==> src/rtl/gcd_arbiter.sv <==
// gcd_arbiter: round-robin front end sharing one GCD engine between two requesters.
// Build option GCD_ARB_ZERO_BYPASS_EN answers pairs with a zero operand without the engine.
module gcd_arbiter #(
   parameter int W = 16
) (
   input  logic         clk,
   input  logic         reset,
   input  logic [1:0]   req_valid,
   output logic [1:0]   req_ready,
   input  logic [W-1:0] req0_a,
   input  logic [W-1:0] req0_b,
   input  logic [W-1:0] req1_a,
   input  logic [W-1:0] req1_b,
   output logic [1:0]   rsp_valid,
   input  logic [1:0]   rsp_ready,
   output logic [W-1:0] rsp_data,
   output logic [W-1:0] gcd_operand_a,
   output logic [W-1:0] gcd_operand_b,
   output logic         gcd_start,
   input  logic         gcd_result_rdy,
   input  logic [W-1:0] gcd_result_data,
   output logic         gcd_result_taken,
   output logic         busy,
   output logic         grant_id
);

   typedef enum logic [1:0] {
      S_IDLE,
      S_ISSUE,
      S_WAIT,
      S_RESP
   } state_e;

   state_e       state_q, state_d;
   logic         rr_ptr_q, rr_ptr_d;
   logic         grant_q, grant_d;
   logic [W-1:0] op_a_q, op_a_d;
   logic [W-1:0] op_b_q, op_b_d;
   logic [W-1:0] res_q, res_d;

   logic         win;
   logic [W-1:0] win_a, win_b;
   logic         zero_pair;

   always_comb begin
      unique case (req_valid)
         2'b01:   win = 1'b0;
         2'b10:   win = 1'b1;
         default: win = rr_ptr_q;
      endcase
   end

   assign win_a = win ? req1_a : req0_a;
   assign win_b = win ? req1_b : req0_b;

`ifdef GCD_ARB_ZERO_BYPASS_EN
   assign zero_pair = (win_a == '0) || (win_b == '0);
`else
   assign zero_pair = 1'b0;
`endif

   always_comb begin
      state_d          = state_q;
      rr_ptr_d         = rr_ptr_q;
      grant_d          = grant_q;
      op_a_d           = op_a_q;
      op_b_d           = op_b_q;
      res_d            = res_q;
      req_ready        = 2'b00;
      rsp_valid        = 2'b00;
      gcd_start        = 1'b0;
      gcd_result_taken = 1'b0;
      unique case (state_q)
         S_IDLE: begin
            if (req_valid != 2'b00) begin
               req_ready[win] = 1'b1;
               grant_d        = win;
               op_a_d         = win_a;
               op_b_d         = win_b;
               if (zero_pair) begin
                  // gcd(x,0) == x, and a|b yields x whichever side is 0
                  res_d   = win_a | win_b;
                  state_d = S_RESP;
               end else begin
                  state_d = S_ISSUE;
               end
            end
         end
         S_ISSUE: begin
            gcd_start = 1'b1;
            state_d   = S_WAIT;
         end
         S_WAIT: begin
            if (gcd_result_rdy) begin
               gcd_result_taken = 1'b1;
               res_d            = gcd_result_data;
               state_d          = S_RESP;
            end
         end
         S_RESP: begin
            rsp_valid[grant_q] = 1'b1;
            if (rsp_ready[grant_q]) begin
               rr_ptr_d = ~grant_q;
               state_d  = S_IDLE;
            end
         end
         default: state_d = S_IDLE;
      endcase
      // a pending reset suppresses every strobe so an abort leaks nothing
      if (!reset) begin
         req_ready        = 2'b00;
         rsp_valid        = 2'b00;
         gcd_start        = 1'b0;
         gcd_result_taken = 1'b0;
      end
   end

   always_ff @(posedge clk) begin
      if (!reset) begin
         state_q  <= S_IDLE;
         rr_ptr_q <= 1'b0;
         grant_q  <= 1'b0;
         op_a_q   <= '0;
         op_b_q   <= '0;
         res_q    <= '0;
      end else begin
         state_q  <= state_d;
         rr_ptr_q <= rr_ptr_d;
         grant_q  <= grant_d;
         op_a_q   <= op_a_d;
         op_b_q   <= op_b_d;
         res_q    <= res_d;
      end
   end

   assign rsp_data      = reset ? res_q : '0;
   assign gcd_operand_a = reset ? op_a_q : '0;
   assign gcd_operand_b = reset ? op_b_q : '0;
   assign busy          = reset && (state_q != S_IDLE);
   assign grant_id      = reset && grant_q;

endmodule

==> config.mk <==
export PLATFORM = sky130hd
export DESIGN_NAME = gcd_arbiter
export DESIGN_NICKNAME = d
export VERILOG_FILES = /design/src/rtl/gcd_arbiter.sv
export SDC_FILE = /design/constraint.sdc
export NUM_CORES = 1
export LEC_CHECK = 0
export BUFFER_PORTS_ARGS = -buffer_cell sky130_fd_sc_hd__buf_2
export CORE_ASPECT_RATIO = 0.75
export CORE_UTILIZATION = 40
export CTS_CLUSTER_SIZE = 8
export DETAILED_ROUTE_END_ITERATION = 7
export PLACE_DENSITY = 0.84
export SLEW_MARGIN = 40
export SYNTH_ARGS = -nofsm -noshare
export SYNTH_HDL_FRONTEND = slang
export SYNTH_SLANG_ARGS = --single-unit
==> constraint.sdc <==
create_clock -name clk -period 2.35 [get_ports clk]
set_input_delay 0.5875 -clock clk [delete_from_list [all_inputs] [get_ports clk]]
set_output_delay 0.5875 -clock clk [all_outputs]
set_load 0.1 [all_outputs]
==> results of run 1 <==
==> power by group <==
group	switching, µW	total [µW]	internal (µW)
sequential	119	1260	1140
clock	283	600	317
combinational	1720	2710	990
==> sequential cells by signal, summed over array words and instances (netlist names) <==
register / count
grant_q: 1
op_a_q: 16
op_b_q: 16
res_q: 16
rr_ptr_q: 1
state_q: 2
==> metrics by stage <==
step	utilization [%]	cells
after floorplan	-	274
after global placement	69.54	478
after detailed placement	69.54	478
after CTS	71.55	486
after global routing	71.71	487
final	71.71	487
==> worst max-delay path, delay by kind of cell <==
kind	cells	cell delay (ns)
multiplexers	1	0.21
buffers and inverters	3	0.33
adder cells (fa/ha/maj)	1	0.31
AND/OR/NAND/NOR	1	0.23
==> cells by family (layout without fill, tap and decap cells) <==
family | after synthesis | after routing
DFF | 52 | 52
muxes | 36 | 36
and+or+nand+nor | 65 | 65
adders and majority gates | 7 | 7
buffers and inverters | 28 | 163
AOI/OAI and AO/OA | 86 | 86
==> cells in the mapped netlist <==
cell | number | area, µm²
sky130_fd_sc_hd__a222oi_1 | 1 | 10.01
sky130_fd_sc_hd__ha_1 | 7 | 87.58
sky130_fd_sc_hd__and3_2 | 1 | 7.510
sky130_fd_sc_hd__buf_2 | 4 | 20.02
sky130_fd_sc_hd__o211a_1 | 2 | 20.02
sky130_fd_sc_hd__nand3_1 | 1 | 5.000
sky130_fd_sc_hd__a21oi_1 | 33 | 165.2
sky130_fd_sc_hd__mux2i_1 | 35 | 350.3
sky130_fd_sc_hd__inv_1 | 5 | 18.77
sky130_fd_sc_hd__o2bb2ai_1 | 1 | 8.760
sky130_fd_sc_hd__buf_1 | 1 | 3.750
sky130_fd_sc_hd__clkbuf_1 | 14 | 52.55
sky130_fd_sc_hd__nand2_1 | 7 | 26.28
sky130_fd_sc_hd__a211o_2 | 1 | 10.01
sky130_fd_sc_hd__o22a_1 | 16 | 140.1
sky130_fd_sc_hd__dfxtp_1 | 52 | 1041
sky130_fd_sc_hd__clkinv_1 | 1 | 3.750
sky130_fd_sc_hd__nor2_1 | 2 | 7.510
sky130_fd_sc_hd__o21ai_0 | 32 | 160.2
sky130_fd_sc_hd__mux2i_4 | 1 | 22.52
sky130_fd_sc_hd__buf_8 | 3 | 45.04
sky130_fd_sc_hd__nor2b_1 | 2 | 12.51
sky130_fd_sc_hd__and2_1 | 51 | 319.1
sky130_fd_sc_hd__and3_1 | 1 | 6.260
==> area by class of cell <==
| cell class | count | area, µm² | share of cell area [%] |
|---|---|---|---|
| Clock buffer | 6 | 72.57 | 1.693 |
| Clock inverter | 2 | 35.03 | 0.8175 |
| Inverter | 6 | 22.52 | 0.5255 |
| Multi-Input combinational cell | 194 | 1400 | 32.67 |
| Sequential cell | 52 | 1041 | 24.29 |
| Tap cell | 78 | 97.59 | 2.277 |
| Timing Repair Buffer | 149 | 1617 | 37.72 |
==> per-layer routing <==
layer / GRT usage [%] / vias to the layer above / routed length [µm]
met1: 25.74 / 1081 / 2923
met2: 36.50 / 77 / 3377
met3: 5.484 / 8 / 394
met4: 5.470 / 0 / 106
li1: - / 1228 / -
met5: 0 / - / 0
==> placed cells by master, fill, tap and decap left out, types with 2 or more instances in the layout <==
cell / count
sky130_fd_sc_hd__o22a_1: 16
sky130_fd_sc_hd__and2_1: 51
sky130_fd_sc_hd__nor2_4: 2
sky130_fd_sc_hd__buf_4: 6
sky130_fd_sc_hd__mux2i_1: 35
sky130_fd_sc_hd__dfxtp_1: 52
sky130_fd_sc_hd__o21ai_0: 32
sky130_fd_sc_hd__a21oi_1: 33
sky130_fd_sc_hd__nand2_1: 7
sky130_fd_sc_hd__o211a_1: 2
sky130_fd_sc_hd__inv_1: 5
sky130_fd_sc_hd__ha_1: 5
sky130_fd_sc_hd__clkbuf_8: 5
sky130_fd_sc_hd__buf_2: 86
sky130_fd_sc_hd__and3_2: 2
sky130_fd_sc_hd__buf_12: 57
==> worst max-delay path by stage <==
stage | from | to | depth (start not counted)
2_1_floorplan | req_valid[0] | req_ready[1] | 6
3_3_place_gp | req_valid[0] | req_ready[0] | 6
3_5_place_dp | req_valid[0] | req_ready[0] | 6
4_1_cts | req_valid[0] | req_ready[0] | 6
5_1_grt | req_valid[0] | req_ready[0] | 6
6_report | req_valid[0] | req_ready[0] | 6
==> what timing repair did <==
action,4_1_cts,5_1_grt
endpoints found under the setup margin,1,1
gates resized for setup,1,1
buffers inserted,0,1
==> flow_results.org, run 1 <==
** Yosys
- Post-synthesis register bit count :: 52
- The synthesized netlist devotes 20.22% of its cell area to compound gates.
- Synth warnings :: 0
- After synthesis, flip-flops and latches occupy 40.92% of the total area.
- Number of distinct library cell variants in the gate-level netlist after synthesis :: 24
- Multiplexer fraction of the synthesized cell area :: 14.66%
- The cell area that synthesis handed to floorplanning was 2544 µm².
- Largest family of logic cells by synthesized area :: compound AO/OA/AOI/OAI gates
- Each instance of the synthesized netlist takes up on average 9.284 µm².
- Simple-gate share of the synthesized area :: 15.10%
- Area share of xor/xnor cells in the synthesized design :: 0%
- The number of nets in the synthesized netlist is 368.
- Area share of fa/ha/maj cells after synthesis :: 3.443%
- Post-synthesis cell count :: 274

** STA
- Across the routed clock network, the largest skew measured is 0.002879 ns.
- Setup repair after global routing left no endpoint under its margin.
- Hold is met by 0.5174 ns.
- Post-Route Setup TNS :: 0 ns
- Transition time at the pin with the least slew margin :: 0.5361 ns
- The number of pins with negative max-slew slack in the final report came to 0.
- Minimum clock period after layout :: 2.273 ns
- The worst pin sits at a relative slew slack of 64.17%.
- Final-report hold violation count :: 0
- Setup violations remaining at the end of the flow were counted as 0.
- Timing would allow up to 440.0 MHz.
- Part of the cycle the worst path needs :: 96.71%
- After layout, the worst setup slack is 0.07720 ns.

** Drt
- After detailed routing, the average wire length per cell comes to 13.97 µm.
- Summed over all layers, the routed wires come to 6801 µm.
- After detailed routing, the number of remaining DRC violations is 0.
- Number of nets with antenna violations after routing :: 0
- Via count :: 2,394
- For this block, the initial DRC count from the detailed router was 62.
- Via-to-Cell Ratio :: 4.916
- For this run, the detailed router's first-pass iteration total came to 5.

** Finish
- In the final design database the tool counted 502 nets.
- The number of antenna diodes in the final layout is 0.
- After routing the design area is 4285 µm².
- Cells with a size suffix above 1 make up 40.59% of the layout.
- Total of fill cells in the finished design :: 448
- Post-synthesis to final-layout area growth :: 68.47%

** Global routing
- Via count of the first global-routing pass :: 2,390
- Entering global routing, the biggest net connects 94 pins.
- Grt total ovfl :: 0
- Overall track demand over capacity in global routing :: 21.00%
- Number of antenna violations at the first check in global routing :: 0
- The first global-routing pass estimated 11,160 µm of wire.

** Die
- From bottom edge to top edge, the die measures 71.06 µm.
- IO Pins :: 143
- The die covers 6685 µm².
- After floorplanning, the core was divided into 24 placement rows.
- In this run the horizontal extent of the chip is 94.08 µm.
- Once the floorplan was initialized, standard cells occupied 42.57% of the core.
- After floorplanning, the core was sized to cover 5976 µm².

** Clock network
- CTS tree :: done
- CTS buffer count :: 5
- Number of clock sinks seen by CTS :: 52
- Maximum level of the CTS H-tree :: 2
- For this design, the CTS-stage hold fixing added 0 buffers.
- Clock Latency Late Sink :: 0.29 ns
- Clock root buffer :: sky130_fd_sc_hd__clkbuf_8
- Maximum buffer depth of the clock tree :: 2
- After clock tree synthesis, the clock-pin slew on the worst setup and hold paths is 0.09 ns.

** Placed design
- At the end of routability-driven placement, the weighted congestion stood at 0.7183.
- In this run the cell area measured after placement is 4155 µm².
- Prior to clock tree synthesis, the placed netlist has a worst setup slack of -0.01163 ns.
- Port Buffers :: 142
- Detail Placement HPWL :: 5317 µm

** Setup path
- Walking the worst path, the cells encountered are buf_2 > inv_1 > ha_4 > mux2i_1 > and3_2 > buf_12.
- For this design, the slowest cell found on the critical path is sky130_fd_sc_hd__ha_4.
- Required time of the worst setup path :: 1.76 ns
- The critical path is of the in2out type.
- Across all register-to-register paths, the minimum setup slack is 0.72 ns.
- Startpoint Class :: primary input
- Critical Path Sink Type :: output port
- In this run the worst path has a maximum fanout of 3.
- STA puts the critical path data arrival time at 1.69 ns.
- The worst register-to-register path ends at op_b_q[7].
- Longest individual stage delay on the worst path :: 0.31 ns
- Startpoint of the worst register-to-register path :: state_q[0]
- The worst register-to-register path has a depth of 7.

** Status
- The run finished with clean final reports.

** Worst hold path
- Launch point of the worst hold path :: gcd_result_data[15]
- Worst hold-check path type :: in2reg
- For hold timing, the worst endpoint is res_q[15].
- The worst hold path passes through 2 cells.

** Flow run
- Across the run, the number of max-cap violations was 0.

** Power and ir drop
- IR analysis of the VDD net gives a maximum drop of 0.4767 mV.
- Power spread over the standard cell area amounts to 1066 nW/µm².
- Summed over all cells, the static leakage comes to 0.002061 µW.
- The design draws 4569 µW.
Note: power is estimated with default switching activity, not from simulation.
==> inputs of run 2 (changes only) <==
ABC_AREA = 1   (was not set)
PLACE_DENSITY = 0.82   (was 0.84)
==> run 2 against run 1 <==
  * Worst setup slack got worse by 0.013 ns
  * Design area increased by 7.9%
  * Flip-flop and latch count unchanged
  * Register-to-register slack gained 0.09 ns
  * Combinational power up 4%
  * Sequential share of layout area decreased by 1.8 points
  * Via count grew 30%
  * Hold slack got worse by 0.051 ns
  * Core utilization shrank 3.7 points
  * Sequential power down 3%
  * Fmax shrank 0.55%
  * Final cell count increased by 33%
  * Critical endpoint unchanged
==> flow_results.org, run 2 <==
** Status
- The flow ran to the end, and the final reports show no timing, DRC or antenna violations.

** Power and ir drop
- Worst supply voltage drop on vdd :: 1.130 mV (+140%)
- The power density over the cells is 999.3 nW/µm² (-6.3%).
- Static leakage :: 0.002557 µW (+24%)

** Yosys
- Ranking of synthesized cells by instance count :: sky130_fd_sc_hd__inv_1, sky130_fd_sc_hd__nand2_1, sky130_fd_sc_hd__dfxtp_1
- Post-synth ARST share :: 0% (unchanged)
- The number of instances in the synthesized netlist came to 425 (+55%).
- After synthesis, the cell types taking the most area are sky130_fd_sc_hd__dfxtp_1, sky130_fd_sc_hd__inv_1, sky130_fd_sc_hd__nand2_1.
- Number of enable flip-flop cells after synthesis :: 0 (unchanged)
- The top cell type's share of synthesized area came to 37.18% (-3.7 points).
- Yosys instantiated no cell more often than sky130_fd_sc_hd__inv_1.
- The sequential share of the synthesized area was 37.18% (-3.7 points).
- The synthesis warning total was 0 (unchanged).
- Main flop type after synthesis :: sky130_fd_sc_hd__dfxtp_1
- The post-synthesis area per instance came to 6.589 µm² (-29%).
- Combined area of all synthesized cells :: 2800 µm² (+10%)
- The synthesized design spends more area on one cell type than any other, namely sky130_fd_sc_hd__dfxtp_1.
- Synthesized net count :: 519 (+41%)
- The distinct cell type count after synthesis was 21 (-13%).
- Post-synthesis register bit count :: 52 (unchanged)

** Flow run
- Number of maximum-capacitance violations :: 0 (unchanged)

** Finish
- The fill cell instance count of the final layout is 545 (+22%).
- From synthesis to final layout, the design area changed by 65.15%.
- End-of-flow core utilization :: 68.02% (-3.7 points)
- Post-route cell area :: 4624 µm² (+7.9%)
- Number of diodes added for antenna fixing :: 0 (unchanged)
- Multi-input gate area :: 1331 µm² (-4.9%)
- The fraction of layout instances using a drive strength above 1 was 31.85% (-8.7 points).
- The top cell types in the final layout, fill and taps aside, are sky130_fd_sc_hd__inv_1, sky130_fd_sc_hd__nand2_1, sky130_fd_sc_hd__buf_2.
- Top flop regs :: op_a_q: 16 flops, op_b_q: 16 flops, res_q: 16 flops
- Net total in the final layout :: 657 (+31%)
- The area used by sequential logic in the layout came to 1041 µm² (unchanged).
- Commonest non-fill, non-tap cell in the layout :: sky130_fd_sc_hd__inv_1

** STA
- Part of the cycle the worst path needs :: 97.25% (+0.54 points)
- The worst-margin pin slew was 0.3631 ns (-0.1730 ns).
- The relative max-transition margin is 75.79% (+12 points).
- Final setup fails :: 0 (unchanged)
- Worst Setup Slack, final :: 0.06462 ns (-0.01258 ns)
- Maximum frequency from static timing analysis :: 437.6 MHz (-0.55%)
- Max Transition Viols Final :: 0 (unchanged)
- Setup repair after global routing missed its margin :: no
- Worst hold margin :: 0.4664 ns (-0.05094 ns)
- Minimum clock period after layout :: 2.285 ns (+0.01258 ns)
- Final-report hold violation count :: 0 (unchanged)
- Largest clock skew in the final design :: 0.01144 ns (+0.008558 ns)

** Setup path
- Longest individual stage delay on the worst path :: 0.20 ns (-0.11 ns)
- The worst setup path is captured at an output port.
- Cell occurring most often along the worst timing path :: sky130_fd_sc_hd__buf_4
- The critical path in this run is classified as in2out.
- The arrival time of the worst setup path is 1.70 ns (about the same).
- The startpoint identified for the worst register-to-register timing path is state_q[0].
- The endpoint required time on the critical path is 1.76 ns (about the same).
- Slowest library cell on the worst path :: sky130_fd_sc_hd__ha_4
- The worst setup path is launched from a primary input.
- The largest driver fanout on the critical path was 3 (unchanged).
- Setup slack of the most critical reg-to-reg path :: 0.81 ns (+0.09 ns)
- Worst r2r path cells :: 6 (-1)
- CP bufs+invs :: 5 (+2)
- Family of cells with the greatest summed delay on the critical path :: buffers and inverters
- R2R Path End :: op_b_q[9]
- Traced cell by cell, the critical path runs through buf_4 > inv_12 > ha_4 > inv_4 > nand2_4 > buf_4 > o21ai_2 > nand2_2 > nor2_4 > buf_12.

** Worst hold path
- Hold Crit Endpoint :: res_q[4]
- In this run the most critical hold path is launched from res_q[4].
- The min-delay analysis places its worst path in the category reg2reg.
- Worst Hold Path Cells :: 2 (unchanged)

** Placed design
- The total placed instance area was 4512 µm² (+8.6%).
- Port Buffers :: 142 (unchanged)
- Post-Place Worst Slack :: -0.03032 ns (-0.01870 ns)
- The placer's final routability congestion estimate was 0.7924 (+10%).
- The detailed placement HPWL is 6158 µm (+16%).

** Die
- DIE AREA :: 7343 µm² (+9.8%)
- The cell row count came to 26 (+8.3%).
- Chip width :: 98.61 µm (+4.8%)
- The count of boundary I/O pins is 143 (unchanged).
- Core area :: 6799 µm² (+14%)
- The y dimension of the die was 74.46 µm (+4.8%).
- The initial standard-cell utilization of the core was 41.19% (-1.4 points).

** Clock network
- The maximum buffer depth of the clock tree is 2 (unchanged).
- The clock latency on the worst-skew pair came to 0.29 ns (about the same).
- In this run the clock root is driven by a sky130_fd_sc_hd__clkbuf_8.
- TritonCTS built the clock tree.
- The depth of the CTS H-tree was 2 (unchanged).
- The post-CTS setup buffer count came to 0 (unchanged).
- The number of clock buffers inserted by TritonCTS is 5 (unchanged).
- The clock transition at the register clock pins on the worst setup and hold paths after CTS came to 0.08 ns (about the same).
- The total clock sinks came to 52 (unchanged).

** Drt
- Number of nets with antenna violations after routing :: 0 (unchanged)
- The number of DRC markers after the initial detailed-route iteration came to 98 (+58%).
- The routed length per placed instance is 12.20 µm (-13%).
- Number of iterations in the first detailed-routing pass :: 4 (-1)
- The via density per instance was 4.830 (-1.8%).
- Routed wire length :: 7879 µm (+16%)
- The overall via count from detail_route came to 3,120 (+30%).
- DRC :: 0 (unchanged)

** Global routing
- Via count of the first global-routing pass :: 2,929 (+23%)
- The met3 demand-to-capacity share in global routing is 3.947% (-1.5 points).
- The leftover overflow at the end of global routing was 0 (unchanged).
- The met1 capacity usage during global routing was 25.68% (-0.067 points).
- The layer flagged by global routing as most heavily used is met2.
- The met2 track utilization from global routing came to 40.22% (+3.7 points).
- The global-route total usage across every layer is 21.31% (+0.31 points).
- The global-route wire length before repair is 12,700 µm (+14%).
- Number of antenna violations at the first check in global routing :: 0 (unchanged)
- Pin count of the biggest net entering global routing :: 39 (-59%)
==> run 2: cell count changes in the layout (fill, tap and decap cells not counted), moves of 7 or more <==
cell                       previous run  this run
sky130_fd_sc_hd__inv_1                5        94
sky130_fd_sc_hd__nand2_1              7        90
sky130_fd_sc_hd__and2_1              51         0
sky130_fd_sc_hd__mux2i_1             35         0
sky130_fd_sc_hd__nand3_1              1        35
sky130_fd_sc_hd__nand3b_1             0        32
sky130_fd_sc_hd__o21ai_1              0        26
sky130_fd_sc_hd__o21ai_0             32         8
sky130_fd_sc_hd__nor2_1               0        21
sky130_fd_sc_hd__o22a_1              16         0
sky130_fd_sc_hd__a21oi_1             33        19
sky130_fd_sc_hd__buf_4                6        13
==> run 2: report_power, final <==
part / leakage, µW / switching [µW] / internal [µW] / total, µW
sequential: 0.000427 / 88.1 / 1130 / 1220
combinational: 0.00208 / 1890 / 938 / 2830
clock: 0.0000501 / 263 / 306 / 569
total: 0.00256 / 2240 / 2380 / 4620
==> run 2: what timing repair did <==
item	CTS	global route
endpoints found under the setup margin	1	1
hold buffers	0	0
resized for setup	0	7
pin swaps	1	2
==> run 2: routing by layer <==
metal | vias up | wire (µm)
met3 | 4 | 445
li1 | 1560 | -
met2 | 115 | 3999
met4 | 0 | 44
met5 | - | 0
met1 | 1441 | 3389
==> run 2: how the worst max path moves through the flow <==
stage	slack, ns	endpoint	from	depth (start not counted)
final	0.06	req_ready[0]	req_valid[0]	10
after global routing	0.02	req_ready[0]	req_valid[1]	10
after CTS	0.002	req_ready[0]	req_valid[0]	10
after detailed placement	-0.03	req_ready[1]	req_valid[0]	8
after global placement	-0.001	req_ready[1]	req_valid[0]	8
after floorplan	-0.52	req_ready[1]	req_valid[0]	7
==> run 2: final cells by class <==
| type | instances | area share [%] |
|---|---|---|
| inverter | 99 | 8.414 |
| tap | 84 | 2.273 |
| clock buffer | 5 | 1.488 |
| timing repair buffer | 154 | 35.88 |
| sequential | 52 | 22.51 |
| multi-input combinational | 251 | 28.79 |
| clock inverter | 1 | 0.6493 |
==> run 2: metrics by stage <==
stage	TNS [ns]	instances	power [µW]
global placement	-0.001373	640	3983
CTS	0	646	4649
floorplan	-0.5177	425	3106
global route	0	646	4874
detailed placement	-0.03032	640	4069
finish	0	646	4621
==> run 2: kinds of logic after synthesis <==
kind of cell	after synthesis	share of synthesized area, %
AO/OA/AOI/OAI	54	9.651
adder cells (fa/ha/maj)	7	3.128
buffers and inverters	122	17.87
flip-flops	52	37.18
AND/OR/NAND/NOR	190	32.17
==> run 2: worst min-delay path, delay by kind of cell (launching register included) <==
family	cells	cell delay [ns]
AOI/OAI and AO/OA	1	0.06
DFF	1	0.31
and+or+nand+nor	1	0.06
==> inputs of run 3 (changes only) <==
CTS_CLUSTER_SIZE = not set   (was 8)
PLACE_DENSITY = 0.72   (was 0.82)
RECOVER_POWER = 100   (was not set)
==> run 3 against run 2 <==
  * Register-to-register slack worse by 0.23 ns
  * Non-clock buffer count is 2 higher
  * Critical path depth stayed put
  * Clock skew is 0.0037 ns lower
  * Via count is 2.1% lower
  * Total power is 6.1% lower
  * Clock power is 8.8% higher
  * Worst setup slack worse by 0.018 ns
  * Design area is 10% lower
  * Fmax is 0.78% lower
  * Critical endpoint unchanged
  * Largest cell class is now multi-input combinational cells
==> flow_results.org, run 3 (synthesized netlist as in run 2, its figures left out) <==
** Clock network
- Number of clock sinks seen by CTS :: 52 (unchanged)
- CTS tree :: done
- The number of clock buffers inserted by TritonCTS is 5 (unchanged).
- The clock transition at the register clock pins on the worst setup and hold paths after CTS is 0.09 ns (about the same).
- Clock Latency Late Sink :: 0.30 ns (about the same)
- Clock root buffer :: sky130_fd_sc_hd__clkbuf_8
- The maximum buffer depth of the clock tree is 2 (unchanged).
- The depth of the CTS H-tree was 2 (unchanged).

** Placed design
- The placer's final routability congestion estimate is 0.7796 (-1.6%).
- Port Buffers :: 142 (unchanged)
- The detailed placement HPWL is 6105 µm (-0.86%).

** Finish
- The library cell used most frequently in the layout, excluding fill and tap cells, is sky130_fd_sc_hd__inv_1.
- The top cell types in the final layout, fill and taps aside, are sky130_fd_sc_hd__inv_1, sky130_fd_sc_hd__nand2_1, sky130_fd_sc_hd__buf_2.
- The largest registers in the layout are op_a_q: 16 flops, op_b_q: 16 flops, res_q: 16 flops.
- Post-synthesis to final-layout area growth :: 48.35%
- Share of layout cells above drive strength 1 :: 31.45% (-0.40 points)
- Net total in the final layout :: 659 (+0.30%)
- Number of diodes added for antenna fixing :: 0 (unchanged)

** Setup path
- Required time of the worst setup path :: 1.76 ns (about the same)
- Critical Path Sink Type :: output port
- The largest driver fanout on the critical path is 3 (unchanged).
- Startpoint Class :: primary input
- The worst setup path is of the in2out kind.
- WP data arrival :: 1.72 ns (+0.02 ns)

** STA
- The clock tree skew after final layout is 0.007688 ns (-0.003749 ns).
- The share of the clock period used by the worst path came to 98.02% (+0.77 points).
- Setup repair after global routing left no endpoint under its margin.
- The relative max-transition margin is 52.78% (-23 points).
- The shortest clock period the worst path allows after layout was 2.303 ns (+0.01798 ns).
- The achievable clock frequency was 434.1 MHz (-0.78%).
- The number of pins with negative max-slew slack in the final report is 0 (unchanged).
- The smallest hold slack is 0.4687 ns (+0.002216 ns).
- The number of endpoints with negative hold slack in the final report came to 0 (unchanged).
- The number of setup violations in the final report was 0 (unchanged).
- The worst-margin pin slew is 0.7083 ns (+0.3452 ns).

** Die
- The initial standard-cell utilization of the core is 41.19% (unchanged).
- IO Pins :: 143 (unchanged)
- Chip width :: 98.61 µm (unchanged)
- The y dimension of the die was 74.46 µm (unchanged).
- The total die area came to 7343 µm² (unchanged).
- The cell row count was 26 (unchanged).
- The core box area is 6799 µm² (unchanged).

** Global routing
- Grt total ovfl :: 0 (unchanged)
- The global-route wire length before repair is 12,890 µm (+1.5%).
- Overall track demand over capacity in global routing :: 21.92% (+0.61 points)
- The initial antenna violation count came to 0 (unchanged).
- Via count of the first global-routing pass :: 2,963 (+1.2%)
- The largest net degree at the start of global routing is 33 (-15%).

** Power and ir drop
- Total design power :: 4337 µW (-6.1%)
- Worst supply voltage drop on vdd :: 0.6833 mV (-40%)
- The power density over the cells came to 1044 nW/µm² (+4.5%).
- The cell leakage power was 0.002437 µW (-4.7%).

** Drt
- In this run the top signal layer used is met4.
- Number of iterations in the first detailed-routing pass :: 4 (unchanged)
- The final antenna-violating net count came to 0 (unchanged).
- The number of DRC markers after the initial detailed-route iteration was 87 (-11%).
- Routed wire length :: 8083 µm (+2.6%)
- The met3 wire length came to 434 µm (-2.5%).
- The post-detailed-route DRC marker count is 0 (unchanged).
- Via count :: 3,055 (-2.1%)
- The routed length per placed instance is 12.44 µm (+2.0%).
- Via-to-Cell Ratio :: 4.700 (-2.7%)
- Total routed wire length on the met1 layer :: 3593 µm (+6.0%)
- Met2 layer wire length in the routed design :: 4002 µm (about the same)

** Flow run
- The number of violations of the max-capacitance limit was 0 (unchanged).

** Status
- The flow ran to the end, and the final reports show no timing, DRC or antenna violations.

** Worst hold path
- Worst hold-check path type :: reg2reg
[run 3: cell types whose count changed in the layout (fill, tap and decap cells not counted), moves of 3 or more]
| cell | previous run | this run |
|---|---|---|
| sky130_fd_sc_hd__clkbuf_4 | 0 | 11 |
| sky130_fd_sc_hd__buf_4 | 13 | 18 |
| sky130_fd_sc_hd__buf_12 | 57 | 11 |
| sky130_fd_sc_hd__o21ai_1 | 26 | 4 |
| sky130_fd_sc_hd__o21ai_0 | 8 | 30 |
| sky130_fd_sc_hd__clkbuf_1 | 0 | 3 |
| sky130_fd_sc_hd__buf_6 | 0 | 24 |
[run 3: report_power, final]
group / total, µW / switching (µW) / internal, µW
Clock: 619 / 297 / 322
Sequential: 1220 / 87.3 / 1130
Combinational: 2500 / 1820 / 679
Total: 4340 / 2200 / 2140
[run 3: metal layers]
layer  vias to the layer above  global-route usage, %
li1                       1571                      -
met1                      1387                  25.36
met2                        91                  41.86
met3                         6                  4.511
met4                         0                  6.136
met5                         -                      0
[run 3: path summary, 6_finish.rpt]
check / startpoint / endpoint / slack (ns) / cells past startpoint
setup / recovery: req_valid[0] / req_ready[0] / 0.05 / 10
hold / removal: op_a_q[15] / op_a_q[15] / 0.47 / 2
setup reg to reg: state_q[0] / res_q[15] / 0.58 / 7
hold reg to reg: op_a_q[15] / op_a_q[15] / 0.47 / 2
[run 3: per-stage QoR]
stage | setup slack [ns] | instance area [µm²] | setup TNS, ns | util [%] | instances
finish | 0.04664 | 4154 | 0 | 61.10 | 650
global route | 0.002216 | 4154 | 0 | 61.10 | 650
CTS | 0.02204 | 4628 | 0 | 68.07 | 650
detailed placement | -0.03302 | 4507 | -0.03937 | 66.29 | 641
global placement | -0.003415 | 4507 | -0.003415 | 66.29 | 641
floorplan | -0.5177 | 2888 | -0.5177 | - | 425
[run 3: critical path: stages]
cell,delay (ns)
sky130_fd_sc_hd__buf_4,0.14
sky130_fd_sc_hd__inv_12,0.05
sky130_fd_sc_hd__ha_4,0.20
sky130_fd_sc_hd__inv_4,0.07
sky130_fd_sc_hd__nand2_4,0.05
sky130_fd_sc_hd__buf_4,0.13
sky130_fd_sc_hd__o21ai_2,0.06
sky130_fd_sc_hd__nand2_2,0.09
sky130_fd_sc_hd__nor2_4,0.11
sky130_fd_sc_hd__buf_6,0.22
[run 3: cell type report]
class	count	area, µm²
clock buffer	6	72.57
inverter	99	389.1
tap	84	105.1
fill	646	2645
multi-input combinational	251	1321
sequential	52	1041
clock inverter	2	38.79
timing repair buffer	156	1186
[run 3: repair_timing]
action | CTS | global route
resized for setup | 1 | 6
pin swaps | 2 | 2
hold buffers | 0 | 0
setup buffers | 1 | 0
setup endpoints to repair | 2 | 2
